===== src/rtl/stopwatch_ctrl_if.sv =====
// Button/counter/display signal bundle around the stopwatch sequencer.
// The bench or fabric drives through master; the controller sits on slave.
interface stopwatch_ctrl_if;
  logic       start_stop;
  logic       lap_clr;
  logic [3:0] ones_in;
  logic [3:0] tens_in;
  logic       cnt_en;
  logic       cnt_clr;
  logic [3:0] disp_ones;
  logic [3:0] disp_tens;
  logic       running;
  logic       lap_active;
  logic       overflow;

  modport master (
    output start_stop, lap_clr, ones_in, tens_in,
    input  cnt_en, cnt_clr, disp_ones, disp_tens, running, lap_active, overflow
  );

  modport slave (
    input  start_stop, lap_clr, ones_in, tens_in,
    output cnt_en, cnt_clr, disp_ones, disp_tens, running, lap_active, overflow
  );
endinterface


===== src/rtl/stopwatch_ctrl.sv =====
// Stopwatch sequencer: start/pause/lap/clear FSM, tick prescaler and
// lap-freeze display mux sitting in front of an external 2-digit BCD counter.
module stopwatch_ctrl #(
  parameter int TICK_DIV    = 10,
  parameter int STOP_AT_MAX = 1
) (
  input  logic              clk,
  input  logic              reset,
  stopwatch_ctrl_if.slave   sw
);
  localparam int PW = (TICK_DIV > 2) ? $clog2(TICK_DIV) : 1;
  localparam logic [PW-1:0] LAST = PW'(TICK_DIV - 1);

  typedef enum logic [2:0] {IDLE, RUN, PAUSE, LAP, FULL} state_t;

  state_t        state, state_nxt;
  logic [PW-1:0] pre, pre_nxt;
  logic [3:0]    lap_ones, lap_tens;
  logic          clr_q, ovf_q;
  logic          active, tick, at_max, term_stop, en;
  logic          cap, clr_go, ovf_set;

  assign active    = (state == RUN) || (state == LAP);
  assign tick      = active && (pre == LAST);
  assign at_max    = (sw.ones_in == 4'd9) && (sw.tens_in == 4'd9);
  // In halt mode the 99 tick is swallowed and turned into the FULL transition.
  assign term_stop = tick && at_max && (STOP_AT_MAX != 0);
  assign en        = tick && !term_stop;

  always_comb begin
    state_nxt = state;
    pre_nxt   = pre;
    cap       = 1'b0;
    clr_go    = 1'b0;
    ovf_set   = en && at_max && (STOP_AT_MAX == 0);
    if (active && !term_stop)
      pre_nxt = (pre == LAST) ? '0 : pre + 1'b1;
    // start_stop is tested first in each state so it wins over lap_clr.
    unique case (state)
      IDLE:  if (sw.start_stop) state_nxt = RUN;
      RUN: begin
        if (sw.start_stop)   state_nxt = PAUSE;
        else if (sw.lap_clr) begin state_nxt = LAP; cap = 1'b1; end
        else if (term_stop)  state_nxt = FULL;
      end
      LAP: begin
        if (sw.start_stop)   state_nxt = PAUSE;
        else if (sw.lap_clr) state_nxt = RUN;
        else if (term_stop)  state_nxt = FULL;
      end
      PAUSE: begin
        if (sw.start_stop)   state_nxt = RUN;
        else if (sw.lap_clr) begin state_nxt = IDLE; clr_go = 1'b1; end
      end
      FULL:  if (sw.lap_clr) begin state_nxt = IDLE; clr_go = 1'b1; end
      default: state_nxt = IDLE;
    endcase
    if (clr_go) pre_nxt = '0;
  end

  always_ff @(posedge clk or posedge reset) begin
    if (reset) begin
      state    <= IDLE;
      pre      <= '0;
      lap_ones <= '0;
      lap_tens <= '0;
      clr_q    <= 1'b0;
      ovf_q    <= 1'b0;
    end else begin
      state <= state_nxt;
      pre   <= pre_nxt;
      clr_q <= clr_go;
      if (cap) begin
        lap_ones <= sw.ones_in;
        lap_tens <= sw.tens_in;
      end
      if (clr_go)       ovf_q <= 1'b0;
      else if (ovf_set) ovf_q <= 1'b1;
    end
  end

  assign sw.cnt_en     = en;
  assign sw.cnt_clr    = clr_q;
  assign sw.running    = active;
  assign sw.lap_active = (state == LAP);
  assign sw.overflow   = ovf_q;
  assign sw.disp_ones  = (state == LAP) ? lap_ones : sw.ones_in;
  assign sw.disp_tens  = (state == LAP) ? lap_tens : sw.tens_in;
endmodule


===== src/flat_wrapper.sv =====
// flat-port wrapper written by rule: the top's interface ports become plain ports
module stopwatch_ctrl_flat 
#(
  parameter int TICK_DIV    = 10,
  parameter int STOP_AT_MAX = 1
)
  (clk, reset, sw_start_stop, sw_lap_clr, sw_ones_in, sw_tens_in, sw_cnt_en, sw_cnt_clr, sw_disp_ones, sw_disp_tens, sw_running, sw_lap_active, sw_overflow);
  stopwatch_ctrl_if sw_i ();
  input  logic clk;
  input  logic reset;
  input wire logic [$bits(sw_i.start_stop)-1:0] sw_start_stop;
  input wire logic [$bits(sw_i.lap_clr)-1:0] sw_lap_clr;
  input wire logic [$bits(sw_i.ones_in)-1:0] sw_ones_in;
  input wire logic [$bits(sw_i.tens_in)-1:0] sw_tens_in;
  output wire logic [$bits(sw_i.cnt_en)-1:0] sw_cnt_en;
  output wire logic [$bits(sw_i.cnt_clr)-1:0] sw_cnt_clr;
  output wire logic [$bits(sw_i.disp_ones)-1:0] sw_disp_ones;
  output wire logic [$bits(sw_i.disp_tens)-1:0] sw_disp_tens;
  output wire logic [$bits(sw_i.running)-1:0] sw_running;
  output wire logic [$bits(sw_i.lap_active)-1:0] sw_lap_active;
  output wire logic [$bits(sw_i.overflow)-1:0] sw_overflow;
  assign sw_i.start_stop = sw_start_stop;
  assign sw_i.lap_clr = sw_lap_clr;
  assign sw_i.ones_in = sw_ones_in;
  assign sw_i.tens_in = sw_tens_in;
  assign sw_cnt_en = sw_i.cnt_en;
  assign sw_cnt_clr = sw_i.cnt_clr;
  assign sw_disp_ones = sw_i.disp_ones;
  assign sw_disp_tens = sw_i.disp_tens;
  assign sw_running = sw_i.running;
  assign sw_lap_active = sw_i.lap_active;
  assign sw_overflow = sw_i.overflow;
  stopwatch_ctrl #(.TICK_DIV(TICK_DIV), .STOP_AT_MAX(STOP_AT_MAX)) u_core (.clk(clk), .reset(reset), .sw(sw_i));
endmodule

===== config.mk =====
export PLATFORM = sky130hd
export DESIGN_NAME = stopwatch_ctrl_flat
export DESIGN_NICKNAME = d
export VERILOG_FILES = /design/src/rtl/stopwatch_ctrl_if.sv /design/src/rtl/stopwatch_ctrl.sv /design/src/flat_wrapper.sv
export SDC_FILE = /design/constraint.sdc
export NUM_CORES = 1
export LEC_CHECK = 0
export BUFFER_PORTS_ARGS = -buffer_cell sky130_fd_sc_hd__clkbuf_2
export CORE_MARGIN = 10
export CORE_UTILIZATION = 53
export CTS_CLUSTER_DIAMETER = 150
export DETAILED_ROUTE_END_ITERATION = 6
export PLACE_DENSITY = 0.9
export SYNTH_ARGS = -nofsm -noshare
export SYNTH_HDL_FRONTEND = slang
export SYNTH_SLANG_ARGS = --single-unit

===== constraint.sdc =====
create_clock -name clk -period 3.65 [get_ports clk]
set_input_delay 0.73 -clock clk [delete_from_list [all_inputs] [get_ports clk]]
set_output_delay 0.73 -clock clk [all_outputs]
set_load 0.01 [all_outputs]

# Word-level counts from Yosys, hierarchy flattened
# Cells that the tools add are included.
# W data, S select, Z words.
# totals
wordCells	41
register_bits	16
# op_classes
eq_ne	8
muxes	18
reduce_logical	9
addsub	1
# op_table
op	n
$mux W3	8
$mux W4	5
$pmux W3 S5	1
$eq A4 B4 Y1 const B	3
$eq A3 B2 Y1 const B	2
$logic_and A1 B1 Y1	5
$add A4 B1 Y4 const B	1
$eq A3 B1 Y1 const B	1
$eq A3 B3 Y1 const B	1
$logic_not A3 Y1	1
$mux W1	3
$ne A2 B2 Y1 const B	1
$pmux W1 S2	1
$reduce_bool A2 Y1	1
$logic_not A1 Y1	1
$logic_or A1 B1 Y1	1

# Depth between registers and ports, before layout
# Gate-level depths: netlist of run 1.
# logic_depth
word_depth	8
ltp_mapped	5
mapped_depth_nobuf	4

# Worst setup path before layout of run 1
# No wires, ideal clock.
# synth_path
path_type	input -> output
start	input port sw_ones_in[2]
end	output port sw_cnt_en
path_stages	3
slack_ns	1.613
arrival_ns	1.307
path_buffers	0
path_cell_list	and4bb_2 > and2_1 > nor2_1
# synth_via
elab_chain_len	5
# synth_lines
element	line	text
start, declared	flat_wrapper.sv:13	input wire logic [$bits(sw_i.ones_in)-1:0] sw_ones_in;
$eq A4 B4 Y1	stopwatch_ctrl.sv:25	assign at_max = (sw.ones_in == 4'd9) && (sw.tens_in == 4'd9);
$logic_and A1 B1 Y1	stopwatch_ctrl.sv:25	
$logic_and A1 B1 Y1	stopwatch_ctrl.sv:27	assign term_stop = tick && at_max && (STOP_AT_MAX != 0);
$logic_not A1 Y1	stopwatch_ctrl.sv:28	assign en = tick && !term_stop;
$logic_and A1 B1 Y1	stopwatch_ctrl.sv:28	
end, declared	flat_wrapper.sv:15	output wire logic [$bits(sw_i.cnt_en)-1:0] sw_cnt_en;
# Every way passes these cells.

# Worst setup path in the final report of run 1
# layout_path
start	register u_core.state[2]
end	output port sw_disp_ones[1]
# layout_via
elab_chain_len	2
# layout_lines
element	line	text
start, declared	stopwatch_ctrl.sv:16	state_t state, state_nxt;
start signal, assigned	stopwatch_ctrl.sv:70	state <= state_nxt;
$eq A3 B2 Y1	stopwatch_ctrl.sv:87	assign sw.disp_ones = (state == LAP) ? lap_ones : sw.ones_in;
$mux W4	stopwatch_ctrl.sv:87	
end, declared	flat_wrapper.sv:17	output wire logic [$bits(sw_i.disp_ones)-1:0] sw_disp_ones;
# Every way passes these cells.

==> results_dict.tcl, run 1 <==
set metrics [dict create \
    synth_area_leaders "dfrtp_1, nand2_1, mux2_2" \
    ys_ff_latch 16 \
    worst-slew-pin-transition_ps 594.1 \
    diodes 0 \
    cts-root-buf "clkbuf_4" \
    slowest_delay_ps 440 \
    fin_nets 133 \
    cts_setup_buffers 0 \
    syn_nets 107 \
    p_leak_nw 0.5387 \
    tns_ps 0 \
    r2r_slack_ps 2230 \
    endpoint_kind "primary output" \
    required_ps 2920 \
    hp-class "input port to asynchronous set/reset pin" \
    rsz0062_at_grt "no" \
    finalWorstSetupSlack_ps 1333 \
    multiInputGateArea_sq_um 447.9 \
    routedWlPerCell_microns 14.21 \
    avgSynthCellArea_sq_um 9.167 \
    die-area_sq_mm 0.003664 \
    postCtsHoldBufs 0 \
    synth_cell_type_count 27 \
    gp_congestion 0.7699 \
    cts_sinks 16 \
    setup.worst_path.start_class "register" \
    async_flop_share_pct 100.0 \
    cts_tree "built" \
    die_w_microns 60.54 \
    crit_top_cell "nand2_1" \
    synth_top_area_share_pct 45.98 \
    netlist_instances 95 \
    post_cts_resized 0 \
    synth_top_area_cell "dfrtp_1" \
    hold_ws_ps 486.3 \
    start_util_pct 57.14 \
    yosysSeqAreaShare_pct 45.98 \
    cts_buffers 3 \
    overflow 0 \
    seqCellArea_sq_um 400.4 \
    slew_headroom_pct 60.35 \
    hpwl_microns 1577 \
    grt_pass1_vias 751 \
    via_count 739 \
    netlist_area_sq_um 870.8 \
    cts_htree_levels 1 \
    path_class "register to primary output" \
    yosysMostFrequentCell "nand2_1" \
    critPathTopFamily "simple AND/OR/NAND/NOR gates" \
    die_y_microns 60.54 \
    placed_area_sq_um 994.7 \
    maxCapViolations 0 \
    crit_buf_inv 2 \
    cp_max_fo 9 \
    yosysWarnings 0 \
    nFillCells 127 \
    via_per_inst 5.434 \
    clock_path_buffers 2 \
    p_per_area_mw_per_mm2 567.4 \
    clkLatencyLatePin_ps 270 \
    setup_viol 0 \
    drc 0 \
    clk_pin_slew_worst_paths_ps 90 \
    grt_max_degree 17 \
    post-route-period-util_pct 63.48 \
    grt_use_total_pct 10.55 \
    slew_viol_final 0 \
    fin_area_sq_mm 0.001031 \
    antenna_left 0 \
    finalClockSkew_ps 0.5392 \
    grt_pass1_wl_microns 3105 \
    ys.flop_type "dfrtp_1" \
    final_util_pct 67.65 \
    status "completed" \
    core_area_sq_mm 0.001524 \
    fmax_mhz 431.6 \
    io_pins 25 \
    num_rows 14 \
    synth_commonest_cells "nand2_1, dfrtp_1, mux2_2" \
    min_period_ps 2317 \
    dr.pass1.iters 4 \
    vdd_drop_max_mv 0.2982 \
    path_cells "nand3b_2, clkinv_1, nand2_1, nand2_1, clkbuf_2" \
    hold_viol 0 \
    slowest_stage "dfrtp_1" \
    port_buffers 23 \
    totalWireLength_microns 1932 \
    drtIter0Drc 21 \
    synth_edf_count 0 \
    worstPathArrival_ps 1590 \
    drive_gt1_share_pct 34.17 \
    antenna_found_initial 0 \
    place_ws_ps 1379 \
    syn2layout_area_growth_pct 18.39 \
]
## state kept, by name (all words and copies together), names as in the netlist
signal and cells:
u_core.sw.cnt_clr 1, u_core.lap_tens 4, u_core.lap_ones 4, u_core.pre 4, u_core.state 3
## area by class of cell
type	count	share of cell area [%]
flip-flops and latches	16	38.83
repair buffers	23	11.16
clock buffers	4	3.519
well taps	16	1.942
multi-input cells	74	43.45
inverters	3	1.092
## worst paths after layout
path	start	endpoint	depth (start not counted)
worst max-delay path	u_core.state[2]$_DFFE_PP0P_	sw_disp_ones[1]	5
min in group clk	u_core.lap_tens[1]$_DFFE_PP0P_	u_core.lap_tens[1]$_DFFE_PP0P_	1
max in group asynchronous	reset	u_core.lap_tens[2]$_DFFE_PP0P_	2
worst min-delay path	reset	u_core.sw.cnt_clr$_DFF_PP0_	2
worst min register to register	u_core.lap_tens[1]$_DFFE_PP0P_	u_core.lap_tens[1]$_DFFE_PP0P_	1
worst max register to register	u_core.state[2]$_DFFE_PP0P_	u_core.lap_ones[1]$_DFFE_PP0P_	4
## per-layer routing
metal	track usage [%]	vias to the layer above	routed length, microns
met1	11.33	347	795
li1	-	371	-
met5	0	-	0
met4	1.881	0	7
met3	4.384	2	177
met2	19.12	19	952
## power breakdown
part / leakage [nW] / internal [mW] / switching [mW]
sequential: 0.196 / 0.240 / 0.0489
combinational: 0.321 / 0.0897 / 0.0939
clock: 0.0210 / 0.0606 / 0.0521
## logic make-up after synthesis
| logic type | synth area share, % |
|---|---|
| muxes | 10.35 |
| and+or+nand+nor | 32.90 |
| AOI/OAI and AO/OA | 6.752 |
| xor gates and xnor gates | 1.006 |
| buffers and inverters | 2.586 |
| other | 0.4306 |
| DFF | 45.98 |
## placed cells by master (no fill, tap or decap)
master	n
nand2_1	27
clkbuf_2	23
dfrtp_1	16
mux2_2	8
nor2_1	7
o21ai_0	5
nand2b_1	4
a21oi_1	3
clkbuf_4	3
and4bb_2	2
and3b_1	2
inv_1	2
nor3_1	2
nor2b_1	2
and2_1	1
nor3b_2	1
nand3b_1	1
nand4_2	1
o32a_1	1
o311ai_0	1
nor3b_1	1
xor2_1	1
nand2_2	1
nand3b_2	1
clkinv_1	1
nand3_1	1
conb_1	1
clkbuf_8	1
## stage by stage
step	total power, mW	instances
finish	0.5850	136
detailed placement	0.4778	132
CTS	0.5908	136
global placement	0.4614	132
floorplan	0.4154	95
global route	0.6289	136
Power figures use the tool's default switching activity.
==> inputs of run 2 (changes only) <==
- CORE_UTILIZATION: 53 -> 49
- PLACE_DENSITY: 0.9 -> 0.85
- clock period: 3.65 -> 2.33 ns (I/O delays scaled with it)
==> results_dict.tcl, run 2 (same netlist as run 1, synthesis figures left out) <==
set metrics [dict create \
    reg.largest.list "u_core.lap_ones: 4 flops, u_core.lap_tens: 4 flops, u_core.pre: 4 flops" \
    die-area_sq_mm 0.003863 \
    grt_pass1_wl_microns 3456 \
    maxCapViolations 0 \
    syn2layout_area_growth_pct 18.10 \
    tns_ps 0 \
    totalWireLength_microns 1917 \
    via_per_inst 5.028 \
    start_util_pct 50.99 \
    worstPathArrival_ps 1550 \
    p_per_area_mw_per_mm2 853.3 \
    drive_gt1_share_pct 33.61 \
    dr.pass1.iters 4 \
    swShare_pct 34.33 \
    nFillCells 156 \
    final_cell_mix "nand2_1, clkbuf_2, dfrtp_1" \
    vdd_drop_max_mv 0.3655 \
    antenna_found_initial 0 \
    path_class "register to primary output" \
    endpoint_kind "primary output" \
    hpwl_microns 1570 \
    required_ps 1860 \
    port_buffers 23 \
    cts_setup_buffers 0 \
    clock_path_buffers 2 \
    slew_viol_final 0 \
    setup_viol 0 \
    switchingPower_uw 301.3 \
    rsz0062_at_grt "no" \
    gp_congestion 0.7595 \
    post-route-period-util_pct 86.42 \
    worst-slew-pin-transition_ps 600.3 \
    slew_headroom_pct 59.93 \
    p_seq_share_pct 51.3 \
    grt_use_total_pct 10.62 \
    diodes 0 \
    final_common_cell "nand2_1" \
    finalWorstSetupSlack_ps 316.3 \
    fin_nets 133 \
    cts_tree "built" \
    cts_htree_levels 1 \
    die_w_microns 62.16 \
    finalClockSkew_ps 3.774 \
    place_ws_ps 605.9 \
    routedWlPerCell_microns 13.31 \
    cp_max_fo 9 \
    postCtsHoldBufs 0 \
    cts_sinks 16 \
    core_area_sq_mm 0.001708 \
    cts-root-buf "clkbuf_4" \
    clk_pin_slew_worst_paths_ps 90 \
    p_leak_nw 0.5315 \
    fmax_mhz 496.6 \
    intPower_uw 576.3 \
    grt_max_degree 17 \
    status "completed" \
    io_pins 25 \
    post_cts_resized 0 \
    clkPwrFrac_pct 16.0 \
    die_y_microns 62.16 \
    share_comb_of_total_power_pct 32.7 \
    clkLatencyLatePin_ps 280 \
    grt_pass1_vias 796 \
    overflow 0 \
    num_rows 15 \
    final_util_pct 60.22 \
    drtIter0Drc 19 \
    antenna_left 0 \
    drc 0 \
    hp-class "input port to asynchronous set/reset pin" \
    cts_buffers 3 \
    via_count 724 \
    min_period_ps 2014 \
    setup.worst_path.start_class "register" \
    hold_viol 0 \
]
[run 2: stage by stage]
stage / std cells / area (sq um) / power (mW) / hold WS (ps)
CTS: 144 / 1028 / 0.8856 / 236.7
finish: 144 / 1028 / 0.8776 / 221.1
global placement: 141 / 1006 / 0.7235 / 485.7
detailed placement: 141 / 1006 / 0.7474 / 494.1
global route: 144 / 1028 / 0.9518 / 263.4
floorplan: 95 / 870.8 / 0.6507 / 379.7
[run 2: final cells by class]
class                      instances  area, sq um  share of cell area, %
inverter                           3        11.26                  1.095
tap                               25        31.28                  3.041
clock buffer                       3        22.52                  2.190
multi-input combinational         74        447.9                  43.55
timing repair buffer              23        115.1                  11.19
sequential                        16        400.4                  38.93
[run 2: worst max-delay path, cell delays in order, from the launching register on]
cell	delay (ps)
dfrtp_1	440
nand3b_2	250
clkinv_1	260
nand2_1	140
nand2_1	60
clkbuf_2	120
[run 2: routing by layer]
layer  GRT usage, %  wire, microns  vias to the layer above
li1               -              -                      370
met1          12.37            829                      336
met2          17.18            972                       16
met3          3.405            107                        2
met4          4.857              8                        0
met5              0              0                        -
[run 2: final timing paths]
check	from	to	slack (ps)	cells past startpoint
worst max-delay path	u_core.state[2]$_DFFE_PP0P_	sw_disp_tens[3]	320	5
worst min-delay path	reset	u_core.lap_ones[0]$_DFFE_PP0P_	220	2
worst max register to register	u_core.state[2]$_DFFE_PP0P_	u_core.lap_ones[2]$_DFFE_PP0P_	890	4
worst min register to register	u_core.lap_tens[2]$_DFFE_PP0P_	u_core.lap_tens[2]$_DFFE_PP0P_	510	1
max in group asynchronous	reset	u_core.state[1]$_DFFE_PP0P_	1720	2
min in group clk	sw_lap_clr	u_core.state[2]$_DFFE_PP0P_	400	2
[run 2: power groups by stage]
stage	Clock [mW]	Combinational (mW)	Sequential [mW]
final	0.140	0.287	0.450
after global routing	0.158	0.328	0.466
after CTS	0.143	0.293	0.450
after detailed placement	0	0.292	0.455
after global placement	0	0.279	0.445
after floorplan	0	0.215	0.435
==> inputs of run 3 (changes only) <==
- ABC_AREA: default -> 1
- CORE_UTILIZATION: 49 -> 51
- PLACE_DENSITY: 0.85 -> 0.86
==> results_dict.tcl, run 3 <==
set metrics [dict create \
    drc 0 \
    hpwl_microns 1714 \
    die_w_microns 63.61 \
    via_count 924 \
    synth_commonest_cells "nand2_1, inv_1, o21ai_0" \
    ys.flop_type "dfrtp_1" \
    worstPathArrival_ps 1630 \
    cts_tree "built" \
    syn2layout_area_growth_pct 17.16 \
    synth_area_leaders "dfrtp_1, nand2_1, o21ai_0" \
    port_buffers 23 \
    maxCapViolations 0 \
    critPathTopFamily "buffers and inverters" \
    cts_htree_levels 1 \
    fin_nets 171 \
    via_per_inst 5.049 \
    totalWireLength_microns 2145 \
    slew_viol_final 0 \
    antenna_left 0 \
    reg.largest.list "u_core.lap_ones: 4 flops, u_core.lap_tens: 4 flops, u_core.pre: 4 flops" \
    drtIter0Drc 40 \
    post-route-period-util_pct 89.92 \
    tns_ps 0 \
    vdd_drop_max_mv 0.6240 \
    grt_pass1_wl_microns 3670 \
    yosysMostFrequentCell "nand2_1" \
    die-area_sq_mm 0.004046 \
    fmax_mhz 477.3 \
    diodes 0 \
    dr.pass1.iters 4 \
    nFillCells 177 \
    drive_gt1_share_pct 24.68 \
    antenna_found_initial 0 \
    io_pins 25 \
    endpoint_kind "primary output" \
    yosysSeqAreaShare_pct 41.29 \
    clock_path_buffers 2 \
    rsz0062_at_grt "no" \
    crit_buf_inv 3 \
    cts_buffers 3 \
    routedWlPerCell_microns 11.72 \
    overflow 0 \
    cts_sinks 16 \
    setup_viol 0 \
    p_per_area_mw_per_mm2 1112 \
    clk_pin_slew_worst_paths_ps 100 \
    start_util_pct 54.96 \
    slew_headroom_pct 59.36 \
    hp-class "input port to asynchronous set/reset pin" \
    gp_congestion 0.9179 \
    synth_top_area_cell "dfrtp_1" \
    ys_ff_latch 16 \
    cp_max_fo 15 \
    slowest_stage "dfrtp_1" \
    final_common_cell "nand2_1" \
    worst-slew-pin-transition_ps 609.0 \
    clkLatencyLatePin_ps 290 \
    netlist_area_sq_um 969.7 \
    grt_pass1_vias 857 \
    hold_ws_ps 213.1 \
    avgSynthCellArea_sq_um 7.236 \
    crit_top_cell "inv_1" \
    setup.worst_path.start_class "register" \
    async_flop_share_pct 100.0 \
    finalClockSkew_ps 4.338 \
    min_period_ps 2095 \
    path_cells "inv_1, nand3_2, inv_1, nand2_1, o21ai_0, clkbuf_2" \
    synth_cell_type_count 26 \
    netlist_instances 134 \
    path_class "register to primary output" \
    final_cell_mix "nand2_1, clkbuf_2, inv_1" \
    grt_use_total_pct 10.84 \
    r2r_cells 10 \
    die_y_microns 63.61 \
    yosysWarnings 0 \
    hold_viol 0 \
    post_cts_resized 0 \
    syn_nets 146 \
    synth_edf_count 0 \
    cts_setup_buffers 0 \
    postCtsHoldBufs 0 \
    num_rows 15 \
    path_depth 6 \
    cts-root-buf "clkbuf_4" \
    required_ps 1860 \
    synth_top_area_share_pct 41.29 \
    core_area_sq_mm 0.001764 \
    status "completed" \
    grt_max_degree 17 \
    p_leak_nw 0.6167 \
    slowest_delay_ps 440 \
]
[run 3: final cells by class]
class	instances	area, sq um	area share (%)
repair buffers	23	115.1	10.13
multi-input cells	91	461.7	40.64
flip-flops and latches	16	400.4	35.24
well taps	25	31.28	2.753
inverters	24	91.34	8.040
clock buffers	4	36.28	3.194
[run 3: worst paths after layout]
path | startpoint | slack [ps] | endpoint
max | u_core.state[2]$_DFFE_PP0P_ | 230 | sw_disp_tens[2]
min | reset | 210 | u_core.lap_tens[0]$_DFFE_PP0P_
max reg2reg | u_core.state[1]$_DFFE_PP0P_ | 850 | u_core.pre[1]$_DFFE_PP0P_
min reg2reg | u_core.lap_ones[3]$_DFFE_PP0P_ | 500 | u_core.lap_ones[3]$_DFFE_PP0P_
max in group asynchronous | reset | 1720 | u_core.pre[2]$_DFFE_PP0P_
min in group clk | sw_tens_in[0] | 440 | u_core.lap_tens[0]$_DFFE_PP0P_
[run 3: layer usage]
metal,global-route usage (%),wire length [microns],up-vias
met2,16.96,967,34
met5,0,0,-
met3,4.064,185,2
li1,-,-,465
met4,4.918,13,0
met1,12.78,978,423
[run 3: where the power goes]
part / total [mW] / internal (mW) / switching (mW) / leakage (nW)
combinational: 0.588 / 0.221 / 0.368 / 0.395
sequential: 0.489 / 0.393 / 0.0963 / 0.201
clock: 0.186 / 0.0952 / 0.0913 / 0.0210
[run 3: logic make-up (layout without fill, tap and decap cells)]
group	Yosys count	after routing	share of synthesized area (%)
xor gates and xnor gates	2	2	1.807
buffers and inverters	27	51	11.10
and+or+nand+nor	61	61	29.94
DFF	16	16	41.29
AOI/OAI and AO/OA	27	27	15.49
other	1	1	0.3867
[run 3: stage by stage]
stage               cell area (sq um)  setup WS [ps]  utilization (%)  cells  power, mW
finish                           1136          234.8            64.40    183      1.264
global route                     1136          32.59            64.40    183      1.385
CTS                              1136          231.0            64.40    183      1.273
detailed placement               1100          560.4            62.34    179      1.085
global placement                 1100          634.5            62.34    179      1.061
floorplan                       969.7          714.7                -    134     0.9199
